**src/rtl/thermo_ramp_gen.sv**
```systemverilog
// thermo_ramp_gen: multi-channel thermometer-code generator; levels jump or ramp one step per cycle.
module thermo_ramp_gen #(
    parameter int N  = 8,
    parameter int CH = 2,
    parameter int LW = $clog2(N + 1),
    parameter int CW = (CH > 1) ? $clog2(CH) : 1
) (
    input  logic            clk,
    input  logic            rst,
    input  logic            in_valid,
    output logic            in_ready,
    input  logic [CW-1:0]   in_ch,
    input  logic [LW-1:0]   in_level,
    input  logic            in_ramp,
    output logic [CH*N-1:0] therm_o,
    output logic [CH-1:0]   busy_o,
    output logic [CH-1:0]   done_o
);
    typedef enum logic {IDLE, RAMP} state_t;

    state_t        st [CH];
    state_t        st_n [CH];
    logic [LW-1:0] cur [CH];
    logic [LW-1:0] cur_n [CH];
    logic [LW-1:0] tgt [CH];
    logic [LW-1:0] tgt_n [CH];
    logic [CH-1:0]   done_n;
    logic [CH*N-1:0] therm_n;
    logic [LW-1:0]   t_lvl;
    logic            sel_busy;
    logic            acc;

    // Out-of-range channels never match, so they read as idle and the command is dropped.
    always_comb begin
        sel_busy = 1'b0;
        for (int c = 0; c < CH; c++)
            if (in_ch == CW'(c)) sel_busy = (st[c] == RAMP);
    end

    assign in_ready = !rst && !sel_busy;
    assign acc      = in_valid && in_ready;
    assign t_lvl    = (in_level > LW'(N)) ? LW'(N) : in_level;

    always_comb begin
        therm_n = '0;
        for (int c = 0; c < CH; c++) begin
            st_n[c]   = st[c];
            cur_n[c]  = cur[c];
            tgt_n[c]  = tgt[c];
            done_n[c] = 1'b0;
            busy_o[c] = (st[c] == RAMP);
            if (st[c] == RAMP) begin
                cur_n[c] = (cur[c] < tgt[c]) ? cur[c] + LW'(1) : cur[c] - LW'(1);
                if (cur_n[c] == tgt[c]) begin
                    st_n[c]   = IDLE;
                    done_n[c] = 1'b1;
                end
            end else if (acc && in_ch == CW'(c)) begin
                if (in_ramp && t_lvl != cur[c]) begin
                    st_n[c]  = RAMP;
                    tgt_n[c] = t_lvl;
                end else begin
                    cur_n[c]  = t_lvl;
                    done_n[c] = 1'b1;
                end
            end
            for (int i = 0; i < N; i++)
                therm_n[c*N + i] = (i >= int'(cur_n[c]));
        end
    end

    // therm_o is registered from the next level so it always tracks cur.
    always_ff @(posedge clk) begin
        if (rst) begin
            for (int c = 0; c < CH; c++) begin
                st[c]  <= IDLE;
                cur[c] <= LW'(N);
                tgt[c] <= LW'(N);
            end
            done_o  <= '0;
            therm_o <= '0;
        end else begin
            for (int c = 0; c < CH; c++) begin
                st[c]  <= st_n[c];
                cur[c] <= cur_n[c];
                tgt[c] <= tgt_n[c];
            end
            done_o  <= done_n;
            therm_o <= therm_n;
        end
    end
endmodule

```
**config.mk**
```make
export PLATFORM = sky130hd
export DESIGN_NAME = thermo_ramp_gen
export DESIGN_NICKNAME = d
export VERILOG_FILES = /design/src/rtl/thermo_ramp_gen.sv
export SDC_FILE = /design/constraint.sdc
export NUM_CORES = 1
export LEC_CHECK = 0
export ABC_CLOCK_PERIOD_IN_PS = 4280
export CORE_UTILIZATION = 42
export DETAILED_ROUTE_END_ITERATION = 8
export PLACE_DENSITY = 0.72
export SLEW_MARGIN = 20
export SYNTH_ARGS = -nofsm -noshare
export SYNTH_HDL_FRONTEND = slang
export SYNTH_SLANG_ARGS = --single-unit
```
**constraint.sdc**
```tcl
create_clock -name clk -period 4.28 [get_ports clk]
set_clock_uncertainty 0.1 [all_clocks]
set_input_delay 1.07 -clock clk [delete_from_list [all_inputs] [get_ports clk]]
set_output_delay 1.07 -clock clk [all_outputs]
set_load 0.02 [all_outputs]
```
* Word level (Yosys, flattened, before mapping)
Memory sizes are Yosys's and may differ from the RTL's.
Cells that the tools add are included.
** Storage, ports and cells
- Output and inout port bits :: 21
- Input bits :: 9
- Bits in registers :: 18
- Word-level logic and storage cells :: 88
- Memories :: 3
- Bits in writable memories :: 18
** Memories
- cur :: depth 2, width 4, rd ports 2, clocked after Yosys merged registers in 0, write ports 2, RTL line 23 : logic [LW-1:0] cur [CH];
- tgt :: depth 2, width 4, rd ports 2, clocked after Yosys merged registers in 0, write ports 2, RTL line 25 : logic [LW-1:0] tgt [CH];
- st :: depth 2, width 1, rd ports 2, clocked after Yosys merged registers in 0, write ports 2, RTL line 21 : state_t st [CH];
** Cells by class
- Add/sub/neg operators :: 4
- Magnitude comparators :: 19
- Reduce and logical (&&, ||, !) cells :: 8
- Bitwise gates (word level) :: 7
- Eq/ne operators :: 4
- Mux-type cells :: 41
** Operators by type and width (number)
- 4-bit two-way mux :: 19
- 3-bit by 4-bit greater-or-equal comparator with 1-bit output, first input constant :: 8
- 1-bit two-way mux :: 22
- 1-bit by 4-bit greater-or-equal comparator with 1-bit output, first input constant :: 4
- 2-bit by 4-bit greater-or-equal comparator with 1-bit output, first input constant :: 4
- 4-bit by 1-bit adder with 4-bit output, second input constant :: 2
- 4-bit equality test :: 2
- 4-bit < comparator :: 2
- 4-bit inequality test :: 2
- 4-bit by 1-bit subtractor with 4-bit output, second input constant :: 2
- 1-bit logical AND :: 6
- 1-bit OR :: 6
- 4-bit > comparator, second input constant :: 1
- 1-bit zero test :: 2
- 1-bit NOT :: 1

* Logic depth before layout (Yosys ltp)
Gate-level depths: netlist (run 1).
- Word-level depth :: 8
- Depth in mapped cells :: 13
- Mapped depth without buffers :: 13

* Least setup slack after synthesis (run 1)
OpenSTA, ideal clock, no wires.
- Path kind :: input port to output port
- From :: input port rst
- To :: output port in_ready
- Cell stages on the path :: 3
- Arrival :: 1946 ps
- Data required time :: 3110 ps
- Buffers on the path :: 2
- Setup slack :: 1164 ps
- Cells stage by stage :: clkbuf_2 -> clkbuf_1 -> a211oi_1
** Between the ends
- Word-level cells in the longest chain between the ends :: 2
** Ends and longest elaborated chain
- from (decl) :: RTL line 9 : input logic rst,
- 1-bit zero test :: RTL line 40 : assign in_ready = !rst && !sel_busy;
- 1-bit logical AND :: RTL line 40
- to (decl) :: RTL line 11 : output logic in_ready,
Every way passes these cells.

* Worst setup path after layout (run 1)
- From :: input port in_ch
- To :: output port in_ready
** Between the ends
- Word-level cells in the longest chain between the ends :: 3
** Ends and longest elaborated chain
- from (decl) :: RTL line 12 : input logic [CW-1:0] in_ch,
- 1-bit two-way mux :: RTL line 37 : if (in_ch == CW'(c)) sel_busy = (st[c] == RAMP);
- 1-bit zero test :: RTL line 40
- 1-bit logical AND :: RTL line 40
Every way passes these cells.

==> metrics.cfg, run 1 <==
[status]
outcome=complete, but fails checks
violations_in_the_final_reports=DRC

[placed_design]
place.detailed.instances=290
gp_congestion=0.858
detailedPlacementHpwl_um=3000
io_buffers=29

[sta]
setup_violations=0
max_slew_margin_pct=65.1
count_of_endpoints_failing_hold_in_the_final_timing_report=0
final.min_clock_period_ns=3.72
setup-tns-final_ns=0
max_freq_ghz=0.269
rsz0062_at_grt=no
timing_max_transition_violations_final=0
timing.final.crit_share_pct=86.9
fin_worst_hold_slack_ns=0.369
tightestPinTransition_ns=0.517

[clock_tree]
clk_pin_slew_worst_paths_ns=0.07
cts.htree.levels=2
library_cell_used_as_clock_root_buffer=clkbuf_8
numCtsBuffers=5
clock_sink_count=36
clock_latency_ns=0.29
maximum_count_of_clock_buffers_along_a_single_path=2
cts_setup_buffers=0
tritoncts=yes
post_cts_resized=0
cts_hold_buffers=0

[routing]
vias_per_cell=5.42
drc=2
ant_nets=0
drt_pass1_iterations=7
dr_total_vias=1615
drt-total-wl_um=4140
post_drt_wl_per_cell_um=13.9
drt_iter0_markers=95

[global_route]
grt_antenna_before_repair=0
globalRouteOverflowTotal=0
gr-usage-all-layers_pct=17.7
grt_max_degree=25
global_route_wire_length_before_repair_um=6930
grt_pass1_vias=1547

[cells_and_area]
nets=268
layout_commonest_cell=dfxtp_1
syn_to_final_growth_pct=24.2
layout.filler_cells=409
layout.cells.most_common_list=36 x dfxtp_1, 29 x clkdlybuf4s50_1, 23 x nor2_1
drive_above_1_share_pct=11.4
n_antenna_cell=0
non_filler_instance_count_after_layout=298

[hold_path]
kind_of_path_behind_the_tightest_hold_check=reg2reg

[floorplanning]
initial_utilization_pct=44.8
row_count=24
die_w_um=71.1
floorplan.core_area_um2=4470
num_io_pins=30
die_h_um=71.1
die-area_um2=5050

[setup_path]
worst-r2r-setup-slack_ns=1.20
worstSetupEndpointType=primary output
cp_data_arrival_time_ns=2.55
worst_ep_required_time_ns=3.11
critical_path.startpoint_type=input port
timing_worst_setup_path_type=in2out
crit_fanout=5

[synthesis]
synth-seq-area-share_pct=36.0
postSynthCellCount=215
post_synth_instance_area_um2=2000
yosys.cell_types.count=53
postSynth.topFlopCell=dfxtp_1
mappedNetlistNets=238
synthesis.yosys.warnings=0
number_of_flip_flops_and_latches_in_the_synthesized_netlist=36
synth_enable_flop_cells=0
synthArstFlopShare_pct=0
syn-mean-instance-area_um2=9.32

[power]
power_density_nw_per_um2=397
leakage_uw=0.00104
peakVddDrop_mv=0.201

[run]
timing.max_cap.violations=0

## worst max-delay path, cell delays in order
cell             delay (ns)
clkdlybuf4s50_1        0.57
nor2_1                 0.08
a211oi_1               0.20
clkdlybuf4s50_1        0.63
## through the flow
step                      setup slack (ns)  cell area, um^2  util, %  power, uW
after CTS                            0.552             2490     55.6        995
after floorplan                       1.16             2000        -        522
final                                0.560             2490     55.6        987
after global routing                 0.498             2490     55.6       1030
after detailed placement             0.554             2330     52.0        579
after global placement               0.573             2330     52.0        576
## cell usage after synthesis, types with 3 or more instances
library cell	instances	share of area, %
dfxtp_1	36	36
nor2_1	23	4.3
inv_1	21	3.9
a21oi_1	16	4.0
ha_1	12	7.5
xnor2_1	10	4.4
nand2_1	9	1.7
o21ai_0	8	2.0
mux2i_1	7	3.5
nor2b_1	6	1.9
nor3_1	6	1.5
xor2_1	4	1.7
a211o_1	3	1.3
a31oi_1	3	0.94
clkbuf_1	3	0.56
## layout make-up
type                    instances  area (um^2)  share of cell area (%)
flip-flops and latches         36          721                    29.0
clock buffers                   5         68.8                    2.77
well taps                      52         65.1                    2.62
repair buffers                 30          298                    12.0
inverters                      22         82.6                    3.32
multi-input cells             150         1160                    46.7
clock inverters                 3         90.1                    3.62
## worst paths after layout
| kind | startpoint | to | cells after the start |
|---|---|---|---|
| max | in_ch | in_ready | 4 |
| min | tgt[0][3] | tgt[0][3] | 1 |
| max reg2reg | cur[0][0] | therm_o[1] | 13 |
| min reg2reg | tgt[0][3] | tgt[0][3] | 1 |
## metal layers
metal	vias to the layer above	GRT usage (%)	part of all wire, %
met5	-	0	0
met4	0	8.44	1.5
met3	8	4.13	6.0
met2	47	28.1	47
met1	751	22.9	46
li1	809	-	-
## power by group
part / internal, uW / switching (uW) / leakage [uW]
Sequential: 351 / 13.8 / 0.000292
Combinational: 96.6 / 112 / 0.000673
Clock: 291 / 121 / 0.0000784
Total: 739 / 247 / 0.00104
## state kept, by name (all words and copies together), names as in the netlist
register  cells
st            2
done_o        2
cur           8
therm_o      16
tgt           8
## cells by family after synthesis
logic type	Yosys count	synth area share [%]
and+or+nand+nor	60	16.6
AOI/OAI and AO/OA	52	20.1
DFF	36	36.0
buffers and inverters	29	6.00
xor gates and xnor gates	15	7.25
adders and majority gates	14	9.49
muxes	9	4.62
No activity file was read; power rests on OpenSTA's default activity.
==> run 2: changes to the inputs <==
PLACE_DENSITY = unset   (was 0.72)
PLACE_DENSITY_LB_ADDON = 0.3   (was unset)
==> metrics.cfg, run 2 (synthesis results as in run 1) <==
[setup_path]
worst_setup_path_endpoint=in_ready
worstReg2RegEnd=therm_o[5]
crit_buf_inv=2
critical-path-top-delay-family=buffers and inverters
crit-reg2reg-launch=cur[0][0]
worstSetupEndpointType=primary output
worst_ep_required_time_ns=3.11
crit_fanout=5
crit_chain=clkdlybuf4s50_1 > nor2_1 > a211oi_1 > clkdlybuf4s50_1
critical_path.startpoint_type=input port
worst-r2r-setup-slack_ns=1.23
critPathLaunch=in_ch
critPathSlowestCell=clkdlybuf4s50_1
timing_worst_setup_path_type=in2out
cp_data_arrival_time_ns=2.56
reg2reg_depth=13
critical_path.max_stage_delay_ns=0.63
timing.critical_path.mode_cell=clkdlybuf4s50_1
crit_cells=4

[placed_design]
io_buffers=29
place_worst_setup_slack_ns=0.538
gp_congestion=0.851
postPlaceCellArea_um2=2330
detailedPlacementHpwl_um=3020

[cells_and_area]
n_antenna_cell=0
final_core_util_pct=54.5
largest_reg_flops=16
multiInputGateArea_um2=1160
layout.filler_cells=403
regArea_um2=721
nets=268
layout_commonest_cell=dfxtp_1
drive_above_1_share_pct=11.4
reg_top3=therm_o: 16 flops, cur: 8 flops, tgt: 8 flops
syn_to_final_growth_pct=21.8
final_cell_area_um2=2440
layout.cells.most_common_list=36 x dfxtp_1, 29 x clkdlybuf4s50_1, 23 x nor2_1
regMostFlops=therm_o

[sta]
timing_max_transition_violations_final=0
timing.final.crit_share_pct=87.1
count_of_endpoints_failing_hold_in_the_final_timing_report=0
setup_violations=0
rsz0062_at_grt=no
max_slew_margin_pct=66.7
post-route-worst-setup-slack_ns=0.551
final.min_clock_period_ns=3.73
tightestPinTransition_ns=0.494
max_freq_ghz=0.268
setup-tns-final_ns=0

[routing]
ant_nets=0
drt_iter0_markers=95
drt-total-wl_um=4230
vias_per_cell=5.37
dr_total_vias=1599
drt_pass1_iterations=6
drc=4
post_drt_wl_per_cell_um=14.2

[power]
leakage_uw=0.00102
peakVddDrop_mv=0.213
power_density_nw_per_um2=358

[global_route]
global_route_wire_length_before_repair_um=7330
gr-usage-all-layers_pct=18.5
grt_util_met1_pct=25.6
grt_max_degree=25
busiest_layer=met2
grt_antenna_before_repair=0
gr-usage-met3_pct=4.13
grt_pass1_vias=1561
globalRouteMet2Util_pct=28.5
globalRouteOverflowTotal=0

[clock_tree]
maximum_count_of_clock_buffers_along_a_single_path=2
post_cts_resized=0
tritoncts=yes
cts_setup_buffers=0
clk_pin_slew_worst_paths_ns=0.08
clock_latency_ns=0.28
cts_hold_buffers=0
cts.htree.levels=2
library_cell_used_as_clock_root_buffer=clkbuf_8
clock_sink_count=36
numCtsBuffers=5

[floorplanning]
die-area_um2=5050
die_w_um=71.1
row_count=24
initial_utilization_pct=44.8
die_h_um=71.1
num_io_pins=30
floorplan.core_area_um2=4470

[hold_path]
kind_of_path_behind_the_tightest_hold_check=reg2reg
number_of_cells_traversed_by_the_worst_hold_path=1

[run]
timing.max_cap.violations=0

[status]
outcome=complete, but fails checks
violations_in_the_final_reports=DRC

[run 2: stage by stage]
step / power, uW / hold slack [ns] / cells
6_report: 874 / 0.372 / 298
5_1_grt: 920 / 0.413 / 298
4_1_cts: 880 / 0.373 / 298
3_5_place_dp: 580 / 0.354 / 290
3_3_place_gp: 577 / 0.345 / 290
2_1_floorplan: 522 / 0.335 / 215
[run 2: worst min path at each step]
stage | start | endpoint | slack, ns
2_1_floorplan | tgt[0][3] | tgt[0][3] | 0.34
3_3_place_gp | tgt[0][3] | tgt[0][3] | 0.35
3_5_place_dp | tgt[0][3] | tgt[0][3] | 0.35
4_1_cts | tgt[0][3] | tgt[0][3] | 0.37
5_1_grt | tgt[0][3] | tgt[0][3] | 0.41
6_report | tgt[0][3] | tgt[0][3] | 0.37
[run 2: layout make-up]
type	count	area share [%]
clock buffers	5	2.82
multi-input cells	150	47.6
clock inverters	3	1.74
repair buffers	30	12.2
flip-flops and latches	36	29.5
well taps	52	2.67
inverters	22	3.38
[run 2: routing by layer]
layer / vias to the layer above / part of all wire, %
met1: 745 / 49
met5: - / 0
met4: 0 / 0.85
li1: 810 / -
met3: 4 / 5.9
met2: 40 / 44
[run 2: worst reg2reg max path, cell delays in order (launching register included)]
cell	delay, ns
dfxtp_1	0.45
inv_1	0.13
ha_1	0.20
inv_1	0.05
a21oi_1	0.06
o21ai_0	0.42
ha_1	0.33
a21o_1	0.17
a21oi_1	0.16
xnor2_1	0.15
xnor2_1	0.14
a211o_2	0.35
inv_2	0.14
a21oi_1	0.06
[run 2: report_power, final]
part / switching, uW / internal [uW]
Clock: 127 / 172
Combinational: 113 / 96.4
Sequential: 13.9 / 351
Total: 254 / 620
